--- config.mk ---
export PLATFORM = sky130hd
export DESIGN_NAME = piso_tx
export DESIGN_NICKNAME = d
export VERILOG_FILES = /design/src/rtl/piso_tx.sv
export SDC_FILE = /design/constraint.sdc
export NUM_CORES = 1
export LEC_CHECK = 0
export CAP_MARGIN = 20
export CORE_UTILIZATION = 35
export CTS_BUF_LIST = sky130_fd_sc_hd__clkbuf_4 sky130_fd_sc_hd__clkbuf_8
export DETAILED_ROUTE_END_ITERATION = 8
export PLACE_DENSITY = 0.59
export SLEW_MARGIN = 20
export SYNTH_ARGS = -nofsm -noshare
export SYNTH_HDL_FRONTEND = slang
export SYNTH_SLANG_ARGS = --single-unit
--- constraint.sdc ---
create_clock -name clk -period 3.6 [get_ports clk]
set_clock_uncertainty 0.2 [all_clocks]
set_input_delay 0.54 -clock clk [delete_from_list [all_inputs] [get_ports clk]]
set_output_delay 0.54 -clock clk [all_outputs]
set_load 0.03 [all_outputs]
--- src/rtl/piso_tx.sv ---
// Parallel-in serial-out transmitter: one word per frame, shifted out MSB- or LSB-first.
// Define PISO_TX_PARITY_EN to append an even-parity bit after the data bits.
module piso_tx #(
    parameter int WIDTH     = 8,
    parameter bit MSB_FIRST = 1'b1
) (
    input  logic             clk,
    input  logic             reset,
    input  logic [WIDTH-1:0] din,
    input  logic             din_valid,
    output logic             din_ready,
    output logic             sout,
    output logic             sout_bar,
    output logic             sout_valid,
    output logic             frame_start,
    output logic             busy
);

    localparam int CW = (WIDTH > 1) ? $clog2(WIDTH) : 1;
    localparam logic [CW-1:0] LAST = CW'(WIDTH - 1);

    typedef enum logic [1:0] {
`ifdef PISO_TX_PARITY_EN
        PARITY = 2'd2,
`endif
        IDLE   = 2'd0,
        SHIFT  = 2'd1
    } state_t;

    state_t           state_q;
    logic [WIDTH-1:0] shreg_q;
    logic [CW-1:0]    cnt_q;
    logic             sout_q;
    logic             sout_valid_q;
    logic             frame_start_q;
    logic             busy_q;
`ifdef PISO_TX_PARITY_EN
    logic             parity_q;
`endif

    logic             first_bit_d;
    logic [WIDTH-1:0] load_d;
    logic             next_bit_d;
    logic [WIDTH-1:0] shift_d;

    // The bit on sout is always already removed from shreg_q, so the register holds only pending bits.
    always_comb begin
        first_bit_d = din[0];
        load_d      = {1'b0, din[WIDTH-1:1]};
        next_bit_d  = shreg_q[0];
        shift_d     = {1'b0, shreg_q[WIDTH-1:1]};
        if (MSB_FIRST) begin
            first_bit_d = din[WIDTH-1];
            load_d      = {din[WIDTH-2:0], 1'b0};
            next_bit_d  = shreg_q[WIDTH-1];
            shift_d     = {shreg_q[WIDTH-2:0], 1'b0};
        end
    end

    always_ff @(posedge clk) begin
        if (!reset) begin
            state_q       <= IDLE;
            shreg_q       <= '0;
            cnt_q         <= '0;
            sout_q        <= 1'b0;
            sout_valid_q  <= 1'b0;
            frame_start_q <= 1'b0;
            busy_q        <= 1'b0;
`ifdef PISO_TX_PARITY_EN
            parity_q      <= 1'b0;
`endif
        end else begin
            case (state_q)
                IDLE: begin
                    if (din_valid) begin
                        state_q       <= SHIFT;
                        shreg_q       <= load_d;
                        cnt_q         <= '0;
                        sout_q        <= first_bit_d;
                        sout_valid_q  <= 1'b1;
                        frame_start_q <= 1'b1;
                        busy_q        <= 1'b1;
`ifdef PISO_TX_PARITY_EN
                        parity_q      <= ^din;
`endif
                    end
                end
                SHIFT: begin
                    frame_start_q <= 1'b0;
                    if (cnt_q == LAST) begin
                        cnt_q <= '0;
`ifdef PISO_TX_PARITY_EN
                        state_q      <= PARITY;
                        sout_q       <= parity_q;
                        sout_valid_q <= 1'b1;
                        busy_q       <= 1'b1;
`else
                        state_q      <= IDLE;
                        sout_q       <= 1'b0;
                        sout_valid_q <= 1'b0;
                        busy_q       <= 1'b0;
`endif
                    end else begin
                        cnt_q   <= cnt_q + 1'b1;
                        shreg_q <= shift_d;
                        sout_q  <= next_bit_d;
                    end
                end
`ifdef PISO_TX_PARITY_EN
                PARITY: begin
                    state_q       <= IDLE;
                    sout_q        <= 1'b0;
                    sout_valid_q  <= 1'b0;
                    frame_start_q <= 1'b0;
                    busy_q        <= 1'b0;
                end
`endif
                default: begin
                    state_q       <= IDLE;
                    cnt_q         <= '0;
                    sout_q        <= 1'b0;
                    sout_valid_q  <= 1'b0;
                    frame_start_q <= 1'b0;
                    busy_q        <= 1'b0;
                end
            endcase
        end
    end

    assign din_ready   = (state_q == IDLE) && reset;
    assign sout        = sout_q;
    assign sout_bar    = ~sout_q;
    assign sout_valid  = sout_valid_q;
    assign frame_start = frame_start_q;
    assign busy        = busy_q;

endmodule

## Word level (Yosys, flattened, before mapping)

Index checks and enable logic that the tools add are counted.

- Flip-flop bits (word level): 16
- Bits in latches: 0
- Bits in writable memories: 0
- Memory bits (read-only): 0
- Input port bits: 11
- Output and inout bits: 6
- Word-level logic and storage cells: 34
- Memories: 0

- Add/sub/neg operators: 1
- $mul: 0
- Divide/modulo/power cells: 0
- Magnitude comparators: 0
- Eq/ne operators: 5
- Shift operators: 0
- Muxes and demuxes: 15
- Bitwise operators: 1
- Reductions and logical operators: 6

Operators by type and width:

| cell | number |
|---|---|
| 8-bit two-way mux | 2 |
| 8-bit case mux with 2 select lines | 1 |
| 3-bit two-way mux | 2 |
| 2-bit != test (second input constant) | 3 |
| 3-bit case mux with 2 select lines | 1 |
| 1-bit two-way mux | 4 |
| 2-bit two-way mux | 2 |
| 1-bit case mux with 2 select lines | 2 |
| 2-bit case mux with 2 select lines | 1 |
| 2-bit AND reduction | 2 |
| 3-bit by 1-bit adder with 3-bit output (second input constant) | 1 |
| 3-bit == test (second input constant) | 1 |
| 3-bit AND reduction | 1 |
| 2-bit by 1-bit == test with 1-bit output (second input constant) | 1 |
| 2-bit zero test | 1 |
| 2-bit nonzero test | 1 |
| 1-bit logical AND | 1 |
| 1-bit NOT | 1 |

## Logic depth before layout (Yosys ltp)

Gate-level depths: netlist of run 1.

- Depth in word-level cells: 3
- Mapped depth: 5
- Depth with buffers taken out: 5

## Worst setup path after synthesis of run 1

No wires, ideal clock.

- Kind: reg2out
- Start: register, netlist name busy
- End: output din_ready
- Arrival time: 1.232 ns
- Required time: 2.860 ns
- Path slack: 1.628 ns
- Stages on the path, launching flop included: 4
- Path buffers: 2
- Cell sequence: dfxtp_1 -> buf_6 -> buf_4 -> nor2b_1

RTL lines:

| element | RTL line | RTL |
|---|---|---|
| to (decl) | 11 | `output logic din_ready,` |

## Worst setup path in the final report of run 1

- Start: input reset
- End: output din_ready

- Longest elaborated chain between the ends: 1

RTL lines:

| element | RTL line | RTL |
|---|---|---|
| from (decl) | 8 | `input logic reset,` |
| 1-bit logical AND | 130 | `assign din_ready = (state_q == IDLE) && reset;` |

Every way passes these cells.

==> results.json, run 1 <==
{
  "numPortBuffers": 16,
  "synth_nets": 78,
  "drt_pre_antenna_iters": 4,
  "area_growth_syn_to_layout_pct": 29.0,
  "power.density_cell_area_nw_per_um2": 387,
  "yosys_warnings": 0,
  "placed_cells": 101,
  "clk_pin_slew_worst_paths_ns": 0.08,
  "cts_max_level": 1,
  "fp.coreArea_um2": 1730,
  "syn-instance-count": 64,
  "syn-cell-area_um2": 647,
  "crit_required_ns": 2.86,
  "final_antenna_net_count": 0,
  "place_ws_ns": 0.687,
  "min_period_ns": 2.91,
  "number_of_nets_in_the_final_layout": 95,
  "synth-seq-area-share": 0.402,
  "core.rowCount": 15,
  "antenna_violations_before_repair": 0,
  "fin_setup_tns_ns": 0,
  "clkSinkCount": 13,
  "vias": 494,
  "achievable-frequency_mhz": 343,
  "post_cts_resized": 0,
  "post_route_clock_period_utilization": 0.809,
  "worst_slew_pin_slew_ns": 0.425,
  "cts-buffers-inserted": 3,
  "worst-endpoint-arrival_ns": 2.17,
  "die_w_um": 45.0,
  "cts_root_buf": "sky130_fd_sc_hd__clkbuf_4",
  "via_per_inst": 4.70,
  "postCtsSetupBuffers": 0,
  "crit_fanout": 13,
  "crit_path_start_kind": "primary input",
  "leakage_uw": 0.000388,
  "residual_drc": 0,
  "synthesis.area_per_instance_um2": 10.1,
  "final-instance-count-excl-fill": 105,
  "die_area_um2": 2020,
  "finalHoldViolCount": 0,
  "cp-end-kind": "primary output",
  "irDropWorstVdd_mv": 0.212,
  "post_synth_num_cell_types": 24,
  "timing_max_transition_violations_final": 0,
  "most_frequent_cells_in_the_layout": "sky130_fd_sc_hd__clkdlybuf4s50_1, sky130_fd_sc_hd__dfxtp_1, sky130_fd_sc_hd__mux2i_1, sky130_fd_sc_hd__nand3_1, sky130_fd_sc_hd__o211a_1",
  "ff2ff_path_depth": 5,
  "hold_depth": 1,
  "grt_use_total": 0.134,
  "max_cap_viol_count": 0,
  "ys_seq_elements": 13,
  "number_of_global_route_vias_before_repair": 439,
  "layout.core_utilization": 0.483,
  "pin_count_of_the_biggest_net_entering_global_routing": 19,
  "holdCritStartpoint": "frame_start$_SDFFE_PN0P_",
  "post-dp-hpwl_um": 790,
  "antenna_cells": 0,
  "cts_tree": "yes",
  "setup-violations-final": 0,
  "final_layout_size_suffix_gt1_frac": 0.0875,
  "rsz_0062_raised_after_global_routing": "false",
  "cts_hold_buffers": 0,
  "least_setup_slack_across_all_paths_after_layout_ns": 0.689,
  "die_height_um": 45.0,
  "global_route.overflow_total": 0,
  "outcome": "finished clean",
  "hold_ws_ns": 0.267,
  "path_type_of_the_worst_min_delay_path": "register to register",
  "wire_length_of_the_first_global_routing_pass_um": 1840,
  "mostFrequentLayoutCell": "sky130_fd_sc_hd__clkdlybuf4s50_1",
  "wire_length_after_detailed_routing_um": 1130,
  "min_delay_worst_endpoint": "frame_start$_SDFFE_PN0P_",
  "drt_iter0_drc": 4,
  "timing.reg2reg.setup_slack_ns": 2.03,
  "clk_path_buf_depth": 2,
  "timing.rr.end": "shreg_q[1]$_SDFFE_PN0P_",
  "worstReg2RegStart": "cnt_q[0]$_SDFFE_PN0P_",
  "start_to_end_type_of_the_worst_setup_path": "primary input to primary output",
  "start_util": 0.375,
  "timing.max_slew.rel_slack": 0.716,
  "clk_latency_ns": 0.28,
  "gp_routability_congestion": 0.683,
  "wl_per_cell_um": 10.7,
  "boundaryPins": 17
}
==> cell type report <==
type	count	area, um2
inverters	2	7.51
repair buffers	17	168
well taps	25	31.3
flip-flops and latches	13	260
clock buffers	4	30.0
fillers	178	892
multi-input cells	44	338
==> how the worst max path moves through the flow <==
stage,end,slack (ns),from
floorplan,din_ready,1.63,busy$_SDFFE_PN0P_
global placement,din_ready,0.70,reset
detailed placement,din_ready,0.69,reset
CTS,din_ready,0.69,reset
global route,din_ready,0.59,reset
finish,din_ready,0.69,reset
==> sequential cells by signal, summed over array words and instances (netlist names) <==
signal       cells
busy             1
cnt_q            3
frame_start      1
sout             1
shreg_q          7
==> stage by stage <==
step	power [uW]	instance area, um2
6_report	323	835
5_1_grt	343	835
4_1_cts	330	835
3_5_place_dp	230	805
3_3_place_gp	229	805
2_1_floorplan	207	647
==> Yosys cell counts (all sizes together) <==
| master | count | area share |
|---|---|---|
| buf | 4 | 0.058 |
| nand3 | 6 | 0.046 |
| nor3b | 2 | 0.023 |
| o21ai | 1 | 0.0077 |
| a21o | 1 | 0.012 |
| clkbuf | 1 | 0.0058 |
| dfxtp | 13 | 0.40 |
| a21boi | 1 | 0.017 |
| nand3b | 1 | 0.012 |
| a22oi | 1 | 0.012 |
| nand2 | 2 | 0.012 |
| and3b | 1 | 0.014 |
| o211a | 6 | 0.093 |
| o21a | 2 | 0.023 |
| nor2b | 4 | 0.039 |
| ha | 3 | 0.058 |
| or2 | 1 | 0.0097 |
| nor2 | 1 | 0.0058 |
| a21oi | 4 | 0.037 |
| and3 | 1 | 0.0097 |
| inv | 2 | 0.012 |
| mux2i | 6 | 0.093 |
==> where the power goes <==
| group | switching [uW] | leakage, uW | internal, uW |
|---|---|---|---|
| registers | 5.40 | 0.000107 | 154 |
| clock network | 47.4 | 0.0000184 | 50.6 |
| logic | 31.2 | 0.000263 | 34.8 |
==> cell families after synthesis <==
kind of cell	count (synthesis)	share of synthesized area
buffers and inverters	7	0.0754
muxes	6	0.0928
and+or+nand+nor	19	0.170
DFF	13	0.402
adders and majority gates	3	0.0580
AOI/OAI and AO/OA	16	0.201
==> per-layer routing <==
metal	part of all wire	global-route usage	vias up
li1	-	-	261
met1	0.48	0.163	217
met2	0.44	0.194	14
met3	0.065	0.0760	2
met4	0.012	0.0545	0
met5	0	0	-
==> worst max-delay path, cell delays in order <==
cell and delay [ns]:
sky130_fd_sc_hd__clkdlybuf4s50_1 0.73, sky130_fd_sc_hd__nor2b_1 0.22, sky130_fd_sc_hd__clkdlybuf4s50_1 0.68
Power figures use the tool's default switching activity.
==> run 2: changes to the inputs <==
PLACE_DENSITY = 0.61   (was 0.59)
clock period = 2.5 ns   (was 3.6 ns; I/O delays follow)
==> results.json, run 2 (synthesized netlist as in run 1, its figures left out) <==
{
  "hold_depth": 1,
  "area_growth_syn_to_layout_pct": 29.8,
  "post-dp-hpwl_um": 811,
  "achievable-frequency_mhz": 534,
  "outcome": "finished clean",
  "postCtsSetupBuffers": 0,
  "gp_routability_congestion": 0.690,
  "antenna_cells": 0,
  "cp-end-kind": "primary output",
  "drt_pre_antenna_iters": 2,
  "ff2ff_path_depth": 5,
  "fp.coreArea_um2": 1730,
  "path_type_of_the_worst_min_delay_path": "register to register",
  "cell_by_cell_listing_of_the_critical_path": "clkdlybuf4s50_1",
  "largest_register_ffs": 7,
  "post_cts_resized": 0,
  "global_route.overflow_total": 0,
  "via_per_inst": 4.64,
  "cts_max_level": 1,
  "largestRegisters": "shreg_q x7, cnt_q x3",
  "worst_slew_pin_slew_ns": 0.308,
  "cts_tree": "yes",
  "number_of_global_route_vias_before_repair": 433,
  "fin_setup_tns_ns": 0,
  "layout.core_utilization": 0.486,
  "antenna_violations_before_repair": 0,
  "final_layout_size_suffix_gt1_frac": 0.111,
  "cts_root_buf": "sky130_fd_sc_hd__clkbuf_4",
  "start_util": 0.375,
  "grt_use_total": 0.138,
  "fillCellCount": 183,
  "wire_length_of_the_first_global_routing_pass_um": 1890,
  "residual_drc": 0,
  "timing.critical_path.slowest_cell_delay_ns": 0.68,
  "crit_required_ns": 1.92,
  "leakage_uw": 0.000394,
  "timing.reg2reg.setup_slack_ns": 0.96,
  "drt_iter0_drc": 8,
  "rsz_0062_raised_after_global_routing": "false",
  "clkSinkCount": 13,
  "post_route_clock_period_utilization": 0.750,
  "crit_fanout": 3,
  "crit_path_start_kind": "register",
  "most_frequent_cells_in_the_layout": "sky130_fd_sc_hd__clkdlybuf4s50_1, sky130_fd_sc_hd__dfxtp_1, sky130_fd_sc_hd__mux2i_1, sky130_fd_sc_hd__nand3_1, sky130_fd_sc_hd__o211a_1",
  "boundaryPins": 17,
  "buf_inv_stages_crit_path": 1,
  "timing.rr.end": "shreg_q[1]$_SDFFE_PN0P_",
  "numPortBuffers": 16,
  "pin_count_of_the_biggest_net_entering_global_routing": 20,
  "final_antenna_net_count": 0,
  "die_w_um": 45.0,
  "cts_hold_buffers": 0,
  "timing_max_transition_violations_final": 0,
  "max_flop_register": "shreg_q",
  "clk_pin_slew_worst_paths_ns": 0.08,
  "critical_path.slowest_cell": "sky130_fd_sc_hd__clkdlybuf4s50_1",
  "wl_per_cell_um": 10.8,
  "min_period_ns": 1.87,
  "timing.max_slew.rel_slack": 0.794,
  "min_delay_worst_endpoint": "frame_start$_SDFFE_PN0P_",
  "report.power.total_uw": 465,
  "clk_path_buf_depth": 2,
  "vias": 492,
  "cts-buffers-inserted": 3,
  "core.rowCount": 15,
  "number_of_nets_in_the_final_layout": 96,
  "die_area_um2": 2020,
  "worstReg2RegStart": "cnt_q[0]$_SDFFE_PN0P_",
  "start_to_end_type_of_the_worst_setup_path": "register to primary output",
  "wire_length_after_detailed_routing_um": 1150,
  "setup-violations-final": 0,
  "worst-endpoint-arrival_ns": 1.30,
  "critPathTopFamily": "buffers and inverters",
  "holdCritStartpoint": "frame_start$_SDFFE_PN0P_",
  "die_height_um": 45.0,
  "hold_ws_ns": 0.280,
  "finalHoldViolCount": 0,
  "clk_latency_ns": 0.27,
  "irDropWorstVdd_mv": 0.297,
  "max_cap_viol_count": 0,
  "mostFrequentLayoutCell": "sky130_fd_sc_hd__clkdlybuf4s50_1",
  "power.density_cell_area_nw_per_um2": 554
}
-- run 2: routing by layer --
layer / up-vias / routed length (um) / track usage
li1: 265 / - / -
met1: 210 / 583 / 0.160
met2: 15 / 467 / 0.200
met3: 2 / 74 / 0.0760
met4: 0 / 21 / 0.0727
met5: - / 0 / 0
-- run 2: how the worst max path moves through the flow --
stage / endpoint / depth (start not counted) / from / slack [ns]
2_1_floorplan: din_ready / 3 / busy$_SDFFE_PN0P_ / 0.69
3_3_place_gp: shreg_q[5]$_SDFFE_PN0P_ / 4 / din_valid / 0.70
3_5_place_dp: shreg_q[6]$_SDFFE_PN0P_ / 4 / din_valid / 0.68
4_1_cts: sout_bar / 2 / sout$_SDFFE_PN0P_ / 0.61
5_1_grt: sout_valid / 1 / busy$_SDFFE_PN0P_ / 0.55
6_report: sout_valid / 1 / busy$_SDFFE_PN0P_ / 0.63
-- run 2: report_power, final --
part | internal (uW) | switching [uW] | total [uW]
sequential | 222 | 7.57 | 229
combinational | 50.6 | 45.7 | 96.3
clock | 72.6 | 66.8 | 139
total | 345 | 120 | 465
-- run 2: worst register-to-register path, stage by stage (launching register included) --
cell and delay, ns:
sky130_fd_sc_hd__dfxtp_1 0.33, sky130_fd_sc_hd__ha_1 0.22, sky130_fd_sc_hd__ha_1 0.21, sky130_fd_sc_hd__nand2_1 0.22, sky130_fd_sc_hd__a21boi_2 0.09, sky130_fd_sc_hd__o21a_1 0.18
-- run 2: layout make-up --
class,count,area [um2],area share
Timing Repair Buffer,18,173,0.206
Tap cell,25,31.3,0.0373
Inverter,2,7.51,0.00894
Multi-Input combinational cell,44,338,0.402
Clock buffer,4,30.0,0.0358
Sequential cell,13,260,0.310
-- run 2: metrics by stage --
step	area [um2]	std cells	setup slack [ns]
2_1_floorplan	647	64	0.693
3_3_place_gp	810	102	0.696
3_5_place_dp	810	102	0.680
4_1_cts	840	106	0.606
5_1_grt	840	106	0.547
6_report	840	106	0.626
